<file path="src/rtl/mem_arb_pkg.sv">
// Shared types for the IF/MEM unified memory bus arbiter.
// Struct fields are sized at the widest supported bus; the top narrows them to ADDR_W/DATA_W.
package mem_arb_pkg;
  localparam int MAX_ADDR_W = 32;
  localparam int MAX_DATA_W = 32;
  localparam logic [3:0] BE_WORD = 4'b1111;

  typedef enum logic [1:0] {ARB_IDLE, ARB_BUS_IF, ARB_BUS_D} arb_state_t;

  typedef struct packed {
    logic                  we;
    logic [MAX_ADDR_W-1:0] addr;
    logic [MAX_DATA_W-1:0] wdata;
    logic [3:0]            be;
  } bus_req_t;
endpackage

</file>
<file path="src/rtl/mem_arb_pick.sv">
// Combinational grant decision: data first unless fetch has been starved.
module mem_arb_pick
  import mem_arb_pkg::*;
(
  input  logic       if_req,
  input  logic       d_req,
  input  logic       if_flush,
  input  logic       mask_if,
  input  logic       mask_d,
  input  logic       starved,
  output arb_state_t grant
);
  logic ifEff, dEff;

  always_comb begin
    ifEff = if_req & ~mask_if;
    dEff  = d_req & ~mask_d;
    grant = ARB_IDLE;
    if (dEff && !(ifEff && starved)) grant = ARB_BUS_D;
    else if (ifEff && !if_flush)     grant = ARB_BUS_IF;
  end
endmodule

</file>
<file path="src/rtl/mem_bus_arbiter.sv">
// Shares one memory bus between instruction fetch and data ports with a
// registered request, valid/ready wait states, registered read data and stalls.
module mem_bus_arbiter
  import mem_arb_pkg::*;
#(
  parameter int ADDR_W     = 32,
  parameter int DATA_W     = 32,
  parameter int STARVE_MAX = 4
) (
  input  logic              clk,
  input  logic              reset,
  input  logic              if_req,
  input  logic [ADDR_W-1:0] if_addr,
  input  logic              if_flush,
  output logic [DATA_W-1:0] if_rdata,
  output logic              if_ready,
  input  logic              d_req,
  input  logic              d_we,
  input  logic [ADDR_W-1:0] d_addr,
  input  logic [DATA_W-1:0] d_wdata,
  input  logic [3:0]        d_be,
  output logic [DATA_W-1:0] d_rdata,
  output logic              d_ready,
  output logic              mem_valid,
  output logic              mem_we,
  output logic [ADDR_W-1:0] mem_addr,
  output logic [DATA_W-1:0] mem_wdata,
  output logic [3:0]        mem_be,
  input  logic              mem_ready,
  input  logic [DATA_W-1:0] mem_rdata,
  output logic              stall_if,
  output logic              stall_mem
);
  arb_state_t state, stateNext, grant;
  bus_req_t   busReg;
  logic [3:0] starveCnt;
  logic       flushPend, hs, arbEn, maskIf, maskD, starved;

  // mem_valid is a pure decode of the state register, so reset drops it at once
  assign mem_valid = (state != ARB_IDLE);
  assign mem_we    = busReg.we;
  assign mem_addr  = busReg.addr[ADDR_W-1:0];
  assign mem_wdata = busReg.wdata[DATA_W-1:0];
  assign mem_be    = busReg.be;

  assign hs      = mem_valid & mem_ready;
  assign arbEn   = (state == ARB_IDLE) | hs;
  // requester holds req through its ready pulse, so mask it in hs and hs+1
  assign maskIf  = ((state == ARB_BUS_IF) & hs) | if_ready;
  assign maskD   = ((state == ARB_BUS_D) & hs) | d_ready;
  assign starved = (starveCnt == 4'(STARVE_MAX));

  assign stall_if  = if_req & ~if_ready & ~if_flush;
  assign stall_mem = d_req & ~d_ready;

  mem_arb_pick uPick (
    .if_req   (if_req),
    .d_req    (d_req),
    .if_flush (if_flush),
    .mask_if  (maskIf),
    .mask_d   (maskD),
    .starved  (starved),
    .grant    (grant)
  );

  always_comb begin
    stateNext = state;
    if (arbEn) stateNext = grant;
  end

  always_ff @(posedge clk or negedge reset) begin
    if (!reset) state <= ARB_IDLE;
    else        state <= stateNext;
  end

  always_ff @(posedge clk or negedge reset) begin
    if (!reset) begin
      busReg    <= '0;
      starveCnt <= '0;
      flushPend <= 1'b0;
      if_rdata  <= '0;
      d_rdata   <= '0;
      if_ready  <= 1'b0;
      d_ready   <= 1'b0;
    end else begin
      if_ready <= 1'b0;
      d_ready  <= 1'b0;

      if (arbEn && grant == ARB_BUS_IF) begin
        busReg.we    <= 1'b0;
        busReg.addr  <= MAX_ADDR_W'(if_addr);
        busReg.wdata <= '0;
        busReg.be    <= BE_WORD;
      end else if (arbEn && grant == ARB_BUS_D) begin
        busReg.we    <= d_we;
        busReg.addr  <= MAX_ADDR_W'(d_addr);
        busReg.wdata <= MAX_DATA_W'(d_wdata);
        busReg.be    <= d_be;
      end

      // a flushed fetch still finishes on the bus; only its ready is dropped
      if (hs && state == ARB_BUS_IF) begin
        if_rdata  <= mem_rdata;
        if_ready  <= ~(flushPend | if_flush);
        flushPend <= 1'b0;
      end else if (state == ARB_BUS_IF && if_flush) begin
        flushPend <= 1'b1;
      end

      if (hs && state == ARB_BUS_D) begin
        d_rdata <= mem_rdata;
        d_ready <= 1'b1;
      end

      if (!if_req)                                 starveCnt <= '0;
      else if (arbEn && grant == ARB_BUS_IF)       starveCnt <= '0;
      else if (arbEn && grant == ARB_BUS_D && !if_flush && !starved)
                                                   starveCnt <= starveCnt + 4'd1;
    end
  end
endmodule

</file>
<file path="config.mk">
export PLATFORM = sky130hd
export DESIGN_NAME = mem_bus_arbiter
export DESIGN_NICKNAME = d
export VERILOG_FILES = /design/src/rtl/mem_arb_pkg.sv /design/src/rtl/mem_arb_pick.sv /design/src/rtl/mem_bus_arbiter.sv
export SDC_FILE = /design/constraint.sdc
export NUM_CORES = 1
export LEC_CHECK = 0
export CORE_ASPECT_RATIO = 0.9
export CORE_UTILIZATION = 40
export DETAILED_ROUTE_END_ITERATION = 10
export PLACE_DENSITY_LB_ADDON = 0.2
export SYNTH_ARGS = -nofsm -noshare
export SYNTH_HDL_FRONTEND = slang
export SYNTH_SLANG_ARGS = --single-unit
</file>
<file path="constraint.sdc">
create_clock -name clk -period 2.9 [get_ports clk]
set_clock_uncertainty 0.2 [all_clocks]
set_input_delay 0.29 -clock clk [delete_from_list [all_inputs] [get_ports clk]]
set_output_delay 0.29 -clock clk [all_outputs]
set_load 0.02 [all_outputs]
</file>
# Word level (Yosys, flattened, before mapping)
# Index checks and enable logic that the tools add are counted.
# totals
in_bits,139
out_inout_bits,138
word_cells,64
reg_bits,142
# op_classes
n_eq_ne,6
n_addsub,1
mux,11
n_reduce_logical,17
n_bitwise,18
# op_table
cell,count
2-to-1 mux 69 bit,2
2-to-1 mux 4 bit,3
logical AND 1 bit,10
bitwise AND 1 bit,8
inverter 1 bit,6
nonzero test 2 bit,3
2-to-1 mux 1 bit,5
adder 4 x 1 -> 4 bit (second input constant),1
== test 2 x 1 -> 1 bit (second input constant),2
== test 2 bit (second input constant),2
== test 4 x 3 -> 1 bit (second input constant),1
bitwise OR 1 bit,4
logical NOT 1 bit,3
inequality test 3 x 1 -> 1 bit (second input constant),1
logical NOT 2 bit,1
2-to-1 mux 2 bit,1

# Depth between registers and ports, before layout
# Gate-level depths: netlist of the first run.
# logic_depth
word_depth,17
depth_mapped,10
ltp_nobuf,7

# Cells and area by module
# From an unflattened synthesis of the first run, not the netlist that was laid out.
# unflattened
cells_unflattened,440
area_unflattened_um2,5924.4
# modules_own_cells
mod,cells_per_inst,seq_area_each_um2,instances,area_each_um2
mem_bus_arbiter,435,3553.4,1,5885.6
mem_arb_pick,5,0.0,1,38.8

# Worst setup path before layout of the first run
# No wires, ideal clock.
# synth_timing
kind,reg-to-reg
startpoint,register if_ready
endpoint,register busReg (netlist bit mem_addr[21])
t_required_ns,2.621
n_path_buf,3
stages_incl_launch_ff,9
setup_ns,0.079
path_slack_ns,0.639
arrival_time_ns,1.982
period_less_slack_ns,2.261
path_cell_list,dfrtp_1 nand2b_1 nor2_1 a31oi_1 o21ai_1 buf_2 buf_6 buf_6 mux2i_1
# synth_between
elab_chain_cells,10
word_cells_on_any_way,15
cone_classes,eq/ne: 2; mux: 3; bitwise: 3; reduce/logical: 7
# synth_lines
element,line,text
from (decl),mem_bus_arbiter.sv:16,"output logic if_ready,"
from (signal assigned),mem_bus_arbiter.sv:104,if_ready <= ~(flushPend | if_flush);
bitwise OR 1 bit *,mem_bus_arbiter.sv:49,assign maskIf = ((state == ARB_BUS_IF) & hs) | if_ready;
inverter 1 bit *,mem_arb_pick.sv:16,ifEff = if_req & ~mask_if;
bitwise AND 1 bit *,mem_arb_pick.sv:16,
logical AND 1 bit,mem_arb_pick.sv:19,if (dEff && !(ifEff && starved)) grant = ARB_BUS_D;
logical NOT 1 bit,mem_arb_pick.sv:19,
logical AND 1 bit,mem_arb_pick.sv:19,
2-to-1 mux 2 bit *,mem_arb_pick.sv:19,
== test 2 x 1 -> 1 bit or == test 2 bit (tied branches),"mem_bus_arbiter.sv:89, mem_bus_arbiter.sv:94",
"logical AND 1 bit, on equally long branches","mem_bus_arbiter.sv:89, mem_bus_arbiter.sv:94",
2-to-1 mux 69 bit or nonzero test 2 bit (tied branches),-,
to (decl),mem_bus_arbiter.sv:35,bus_req_t busReg;
# Mark *: on every way between the ends. The rest lies on a longest branch, timed or not.
# A chain may end at the register's enable or synchronous reset.

# Worst setup path in the final report of the first run
# layout_timing
startpoint,register starveCnt[0]
endpoint,register busReg (netlist bit mem_wdata[18])
# layout_between
elab_chain_cells,8
word_cells_on_any_way,11
cone_classes,eq/ne: 3; mux: 2; reduce/logical: 6
# layout_lines
element,line,text
from (decl),mem_bus_arbiter.sv:36,logic [3:0] starveCnt;
from (signal assigned),mem_bus_arbiter.sv:118,starveCnt <= starveCnt + 4'd1;
== test 4 x 3 -> 1 bit *,mem_bus_arbiter.sv:51,assign starved = (starveCnt == 4'(STARVE_MAX));
logical AND 1 bit *,mem_arb_pick.sv:19,
logical NOT 1 bit *,mem_arb_pick.sv:19,
logical AND 1 bit *,mem_arb_pick.sv:19,
2-to-1 mux 2 bit *,mem_arb_pick.sv:19,
== test 2 x 1 -> 1 bit or == test 2 bit (tied branches),"mem_bus_arbiter.sv:89, mem_bus_arbiter.sv:94",
"logical AND 1 bit, on equally long branches","mem_bus_arbiter.sv:89, mem_bus_arbiter.sv:94",
2-to-1 mux 69 bit or nonzero test 2 bit (tied branches),-,
# Marks and branches as above.

==> impl_metrics.ini, run 1 <==
[power_and_ir_drop]
leakagePower_nw = 4.487
p_total_mw = 9.006
ir_drop_v = 0.0005554
power_density_nw_per_um2 = 917.5

[clock_network]
insertion_delay_ns = 0.41
cts_inserted_buffers = 17
post-cts-setup-buffers = 0
cts.sinks = 142
cts_tree = done
clock_tree.buffer_depth = 2
cts-root-buf = clkbuf_16
htree_levels = 4
path_clk_slew_ns = 0.06

[worst_setup_path]
crit_fanout = 25
cp.arrival_ns = 2.58
worstPathRequired_ns = 3.02
worstSetupPathType = reg2reg
crit_path_start_kind = flop
end_kind = flop

[detailed_routing]
num_vias = 5014
postRouteAntennaNets = 0
first_iter_violations = 290
vias_per_cell = 4.757
wirelength_um = 17800
wl_per_cell_um = 16.88
drc_errors = 0
drtPass1Iterations = 6

[logic_synthesis]
synth_fp_nets = 703
yosys.area.top_type_share_pct = 58.32
yosysTopAreaCell = dfrtp_1
netlist_area_sq_um = 6093
synthCells = 562
syn_area_per_cell_sq_um = 10.84
synth-seq-area-share_pct = 58.32
synth_area_leaders = dfrtp_1 58%, mux2i_1 11%, nand2_1 8.6%
synth-seq-cells = 142
synth.distinct_cells = 43
yosys_warnings = 0

[cells_and_area]
area_growth_syn_to_layout_pct = 61.09
drive_gt1_share_pct = 10.75
num_antenna_cells = 0
nets = 984
postLayoutCellArea_sq_um = 9816

[outcome]
status = complete, no violations

[floorplanning]
core_sq_um = 14820
die_area_sq_um = 15730
die_y_um = 119.1
initial_core_util_pct = 41.12
dieWidth_um = 132.1
rows = 42
ios = 277

[grt]
grt_first_pass_wirelength_um = 28170
grt_max_degree = 78
grt_pass1_vias = 5295
grt_antenna_before_repair = 0
gr-total-overflow = 0
grt_usage_pct = 23.39

[sta]
fin_tns_setup_ns = 0
period_minus_slack_ns = 2.466
period_share_pct = 85.03
slew_headroom_pct = 64.12
holdWs_ns = 0.1715
finalHoldViolCount = 0
slew_violations = 0
setup_viol = 0
tightest_slew_ns = 0.5362
rsz0062_at_grt = no
fmax_mhz = 405.5

[placed_design]
port_buffers = 276
gp_congestion = 0.9000
dpl-instance-area_sq_um = 9129
hpwl_um = 12580

[flow_run]
cap_violations = 0

[worst_hold_path]
min_path_type = in2async
==> layer usage <==
layer,vias to the layer above,share of wire (%),GRT usage [%]
li1,2388,-,-
met1,2402,40,26.46
met2,205,49,39.52
met3,19,9.7,10.47
met4,0,1.4,7.195
met5,-,0,0
==> repair_timing <==
action,CTS,global route
gates resized for setup,0,0
endpoints found under the hold margin,43,0
hold buffers,1,0
==> worst max-delay path, cell delays in order, from the launching register on <==
cell and delay, ns:
dfrtp_1 0.40, inv_1 0.11, ha_1 0.23, nand3b_4 0.13
o311a_1 0.32, a31oi_1 0.30, o21ai_4 0.24, buf_12 0.25
mux2i_1 0.20
==> metrics by stage <==
| stage | utilization (%) | cells | setup WS, ns |
|---|---|---|---|
| 5_1_grt | 66.24 | 1054 | 0.3144 |
| 6_report | 66.24 | 1054 | 0.4341 |
| 4_1_cts | 66.24 | 1054 | 0.4327 |
| 2_1_floorplan | - | 562 | 0.6389 |
| 3_5_place_dp | 61.60 | 1021 | 0.3675 |
| 3_3_place_gp | 61.60 | 1021 | 0.4437 |
==> kinds of logic after synthesis <==
group                    after synthesis  synth area share [%]
AO/OA/AOI/OAI                         49                 6.222
XOR/XNOR                               2                0.2875
adder cells (fa/ha/maj)                3                0.5749
buffers and inverters                107                 7.207
flip-flops                           142                 58.32
multiplexers                          97                 16.59
AND/OR/NAND/NOR                      162                 10.80
==> flip-flops by register name, indices dropped and copies added, names as in the netlist <==
register	flops
d_rdata	32
d_ready	1
flushPend	1
if_rdata	32
if_ready	1
mem_addr	32
mem_be	4
mem_wdata	32
mem_we	1
starveCnt	4
state	2
==> layout make-up <==
type,instances,area [sq um]
Multi-Input combinational cell,313,2120
Fill cell,1111,5004
Sequential cell,142,3553
Clock buffer,19,442.9
Clock inverter,13,234.0
Inverter,79,296.5
Tap cell,198,247.7
Timing Repair Buffer,290,2922
==> path summary, 6_finish.rpt <==
| check | startpoint | slack (ns) | cells after the start | to |
|---|---|---|---|---|
| worst max-delay path | starveCnt[0] | 0.43 | 8 | mem_wdata[18] |
| worst min-delay path | reset | 0.17 | 2 | if_rdata[31] |
| worst max register to register | starveCnt[0] | 0.43 | 8 | mem_wdata[18] |
| worst min register to register | flushPend | 0.24 | 1 | if_ready |
| max in group asynchronous | reset | 1.55 | 3 | if_rdata[21] |
| min in group clk | d_wdata[16] | 0.22 | 3 | mem_wdata[16] |
==> synthesized netlist by cell type <==
library cell and instances:
dfrtp_1 142, o221ai_2 4, o31ai_4 1, nand3_1 2, a211oi_1 1, o311a_1 1, a211oi_2 1, a211o_1 1
a2111oi_2 1, a31oi_1 1, or3_1 1, nor2b_1 1, nor3_1 2, o31a_1 1, nand2_1 139, maj3_1 1
inv_2 3, xor2_1 1, a31o_2 1, clkbuf_2 1, buf_6 2, and2_1 2, nand2b_1 2, a41o_1 1
a21oi_1 4, buf_1 5, mux2i_1 65, xnor2_1 1, or2_2 1, buf_2 14, nand3_2 1, or2_1 1
buf_4 1, nor2_1 8, o21ai_1 1, o21ai_0 2, clkbuf_1 5, nand4_1 1, nand3b_4 1, o22ai_1 28
mux2_2 32, inv_1 76, ha_1 2
==> cell usage in the layout, fill, tap and decap left out, types with 3 or more instances in the layout <==
cell / synthesis / layout
a21oi_1: 4 / 4
buf_12: 0 / 4
buf_4: 1 / 9
bufinv_16: 0 / 6
clkbuf_16: 0 / 17
clkdlybuf4s50_1: 0 / 275
clkinv_4: 0 / 3
dfrtp_1: 142 / 142
inv_1: 76 / 76
inv_2: 3 / 3
mux2_2: 32 / 32
mux2i_1: 65 / 65
nand2_1: 139 / 139
nor2_1: 8 / 8
o221ai_2: 4 / 4
o22ai_1: 28 / 28
==> where the power goes <==
part | internal [mW] | total [mW] | switching (mW)
sequential | 2.63 | 3.00 | 0.369
clock | 1.64 | 2.49 | 0.845
combinational | 1.75 | 3.52 | 1.76
Power figures use the tool's default switching activity.
==> run 2: changes to the inputs <==
Settings changed: CORE_UTILIZATION 40 to 42, SKIP_LAST_GASP set to 1.
==> run 2 against run 1 <==
Effect of this change:
- wire length increased by 2.9%
- sequential cell count unchanged
- count of clock-buffer cells in the layout is 2 higher
- maximum frequency rose by 0.23%
- sequential share of layout area is 0.42 points higher
- worst setup slack gained 0.0057 ns
- utilization is 2.5 points higher
- largest cell class unchanged
- clock power fell by 18%
==> impl_metrics.ini, run 2 (synthesis gave the netlist of run 1 again) <==
[grt]
grt_pass1_vias = 5224
grt_max_degree = 65
gr-total-overflow = 0
grt_first_pass_wirelength_um = 27810
grt_antenna_before_repair = 0
grt_usage_pct = 24.71

[worst_setup_path]
reg2reg_from = starveCnt[0]
cpMaxStageDelayCell = clkdlybuf4s50_1
slowest_delay_ns = 0.60
cp_num_buf_inv = 2
crit_fanout = 5
worstPathRequired_ns = 2.41
cp-startpoint = if_ready
cp_top_family = buffers and inverters
path_cells = nand2b_1, nor2_1, buf_4, clkdlybuf4s50_1
worstSetupPathType = reg2out
end_kind = output port
cp.arrival_ns = 1.97
crit_path_start_kind = flop
rrSetupSlack_ns = 0.46

[cells_and_area]
final_cell_mix = 275 x clkdlybuf4s50_1, 142 x dfrtp_1, 139 x nand2_1, 76 x inv_1, 65 x mux2i_1
drive_gt1_share_pct = 10.94
num_antenna_cells = 0
seq_area_sq_um = 3553
instances_no_fill = 1052
fillers = 1070
multiInputGateArea_sq_um = 2120
final_common_cell = clkdlybuf4s50_1
area_growth_syn_to_layout_pct = 59.22
nets = 987

[floorplanning]
die_y_um = 116.3
core_sq_um = 14110
dieWidth_um = 129.0
initial_core_util_pct = 43.19
ios = 277
die_area_sq_um = 14990
rows = 41

[detailed_routing]
wl_met2_um = 8945
drt-met1-wl_um = 7129
highest_layer = met4
wl_per_cell_um = 17.40
first_iter_violations = 242
drtPass1Iterations = 4
vias_per_cell = 4.834
met3_length_um = 1813
num_vias = 5085
drc_errors = 0
postRouteAntennaNets = 0
wirelength_um = 18300

[sta]
tightest_slew_ns = 0.6225
rsz0062_at_grt = no
finalHoldViolCount = 0
slew_headroom_pct = 58.50
period_share_pct = 84.83
setup_viol = 0
slew_violations = 0
period_minus_slack_ns = 2.460
fmax_mhz = 406.5

[clock_network]
cts_tree = done
htree_levels = 4
hold_buffers = 1
cts.sinks = 142
clock_tree.buffer_depth = 2
path_clk_slew_ns = 0.06
cts-root-buf = clkbuf_16
post-cts-setup-buffers = 0
cts_resized = 0
cts_inserted_buffers = 17
insertion_delay_ns = 0.41

[power_and_ir_drop]
switching_share_pct = 34.57
seqPwrFrac_pct = 35.0
power_frac_comb_pct = 41.1
leakagePower_nw = 4.437
ir_drop_v = 0.0006525
p_total_mw = 8.561
power_density_nw_per_um2 = 882.4
p_sw_mw = 2.960
internal_power_mw = 5.601
clockPowerShare_pct = 23.9

[flow_run]
cap_violations = 0

[placed_design]
gp_congestion = 0.8972
place_inst = 1018
port_buffers = 276
hpwl_um = 13140

[outcome]
status = complete, no violations

[worst_hold_path]
min_path_type = in2async
run 2: cell types whose count changed in the layout (fill, tap and decap cells not counted), sizes merged:
cell and delta:
buf +3, bufinv -5, clkbuf +2, clkinv +1, inv -1, clkinvlp +3
run 2: final cells by class:
type | instances | area share, %
clock buffers | 21 | 4.746
clock inverters | 11 | 0.9415
inverters | 79 | 3.056
multi-input cells | 313 | 21.85
flip-flops and latches | 142 | 36.63
well taps | 193 | 2.489
repair buffers | 293 | 30.29
run 2: path summary, 6_finish.rpt:
| check | end | cells past startpoint |
|---|---|---|
| setup reg to reg | mem_wdata[2] | 8 |
| hold reg to reg | if_ready | 1 |
| setup / recovery | stall_if | 4 |
| min in group clk | d_rdata[2] | 3 |
| max in group asynchronous | if_rdata[3] | 3 |
| hold / removal | if_rdata[1] | 2 |
run 2: power by group through the flow:
| stage | Clock [mW] | Combinational, mW | Sequential (mW) |
|---|---|---|---|
| floorplan | 0 | 0.892 | 3.78 |
| global placement | 0 | 3.46 | 2.99 |
| global route | 2.18 | 3.75 | 3.07 |
| detailed placement | 0 | 3.52 | 3.02 |
| CTS | 2.09 | 3.55 | 3.00 |
| finish | 2.04 | 3.52 | 3.00 |
run 2: layer usage:
| metal | up-vias | track usage [%] |
|---|---|---|
| li1 | 2390 | - |
| met4 | 0 | 8.627 |
| met1 | 2451 | 27.81 |
| met5 | - | 0 |
| met2 | 213 | 42.38 |
| met3 | 31 | 10.35 |
run 2: through the flow:
stage | setup TNS (ns) | hold WS, ns | area (sq um) | worst slack (ns) | utilization, %
2_1_floorplan | 0 | -0.2056 | 6093 | 0.6389 | -
5_1_grt | 0 | 0.2216 | 9702 | 0.2849 | 68.77
3_5_place_dp | -0.01587 | 0.1333 | 9125 | -0.009503 | 64.68
4_1_cts | 0 | 0.2153 | 9687 | 0.1189 | 68.67
3_3_place_gp | 0 | 0.1235 | 9125 | 0.1144 | 64.68
6_report | 0 | 0.2257 | 9702 | 0.4399 | 68.77
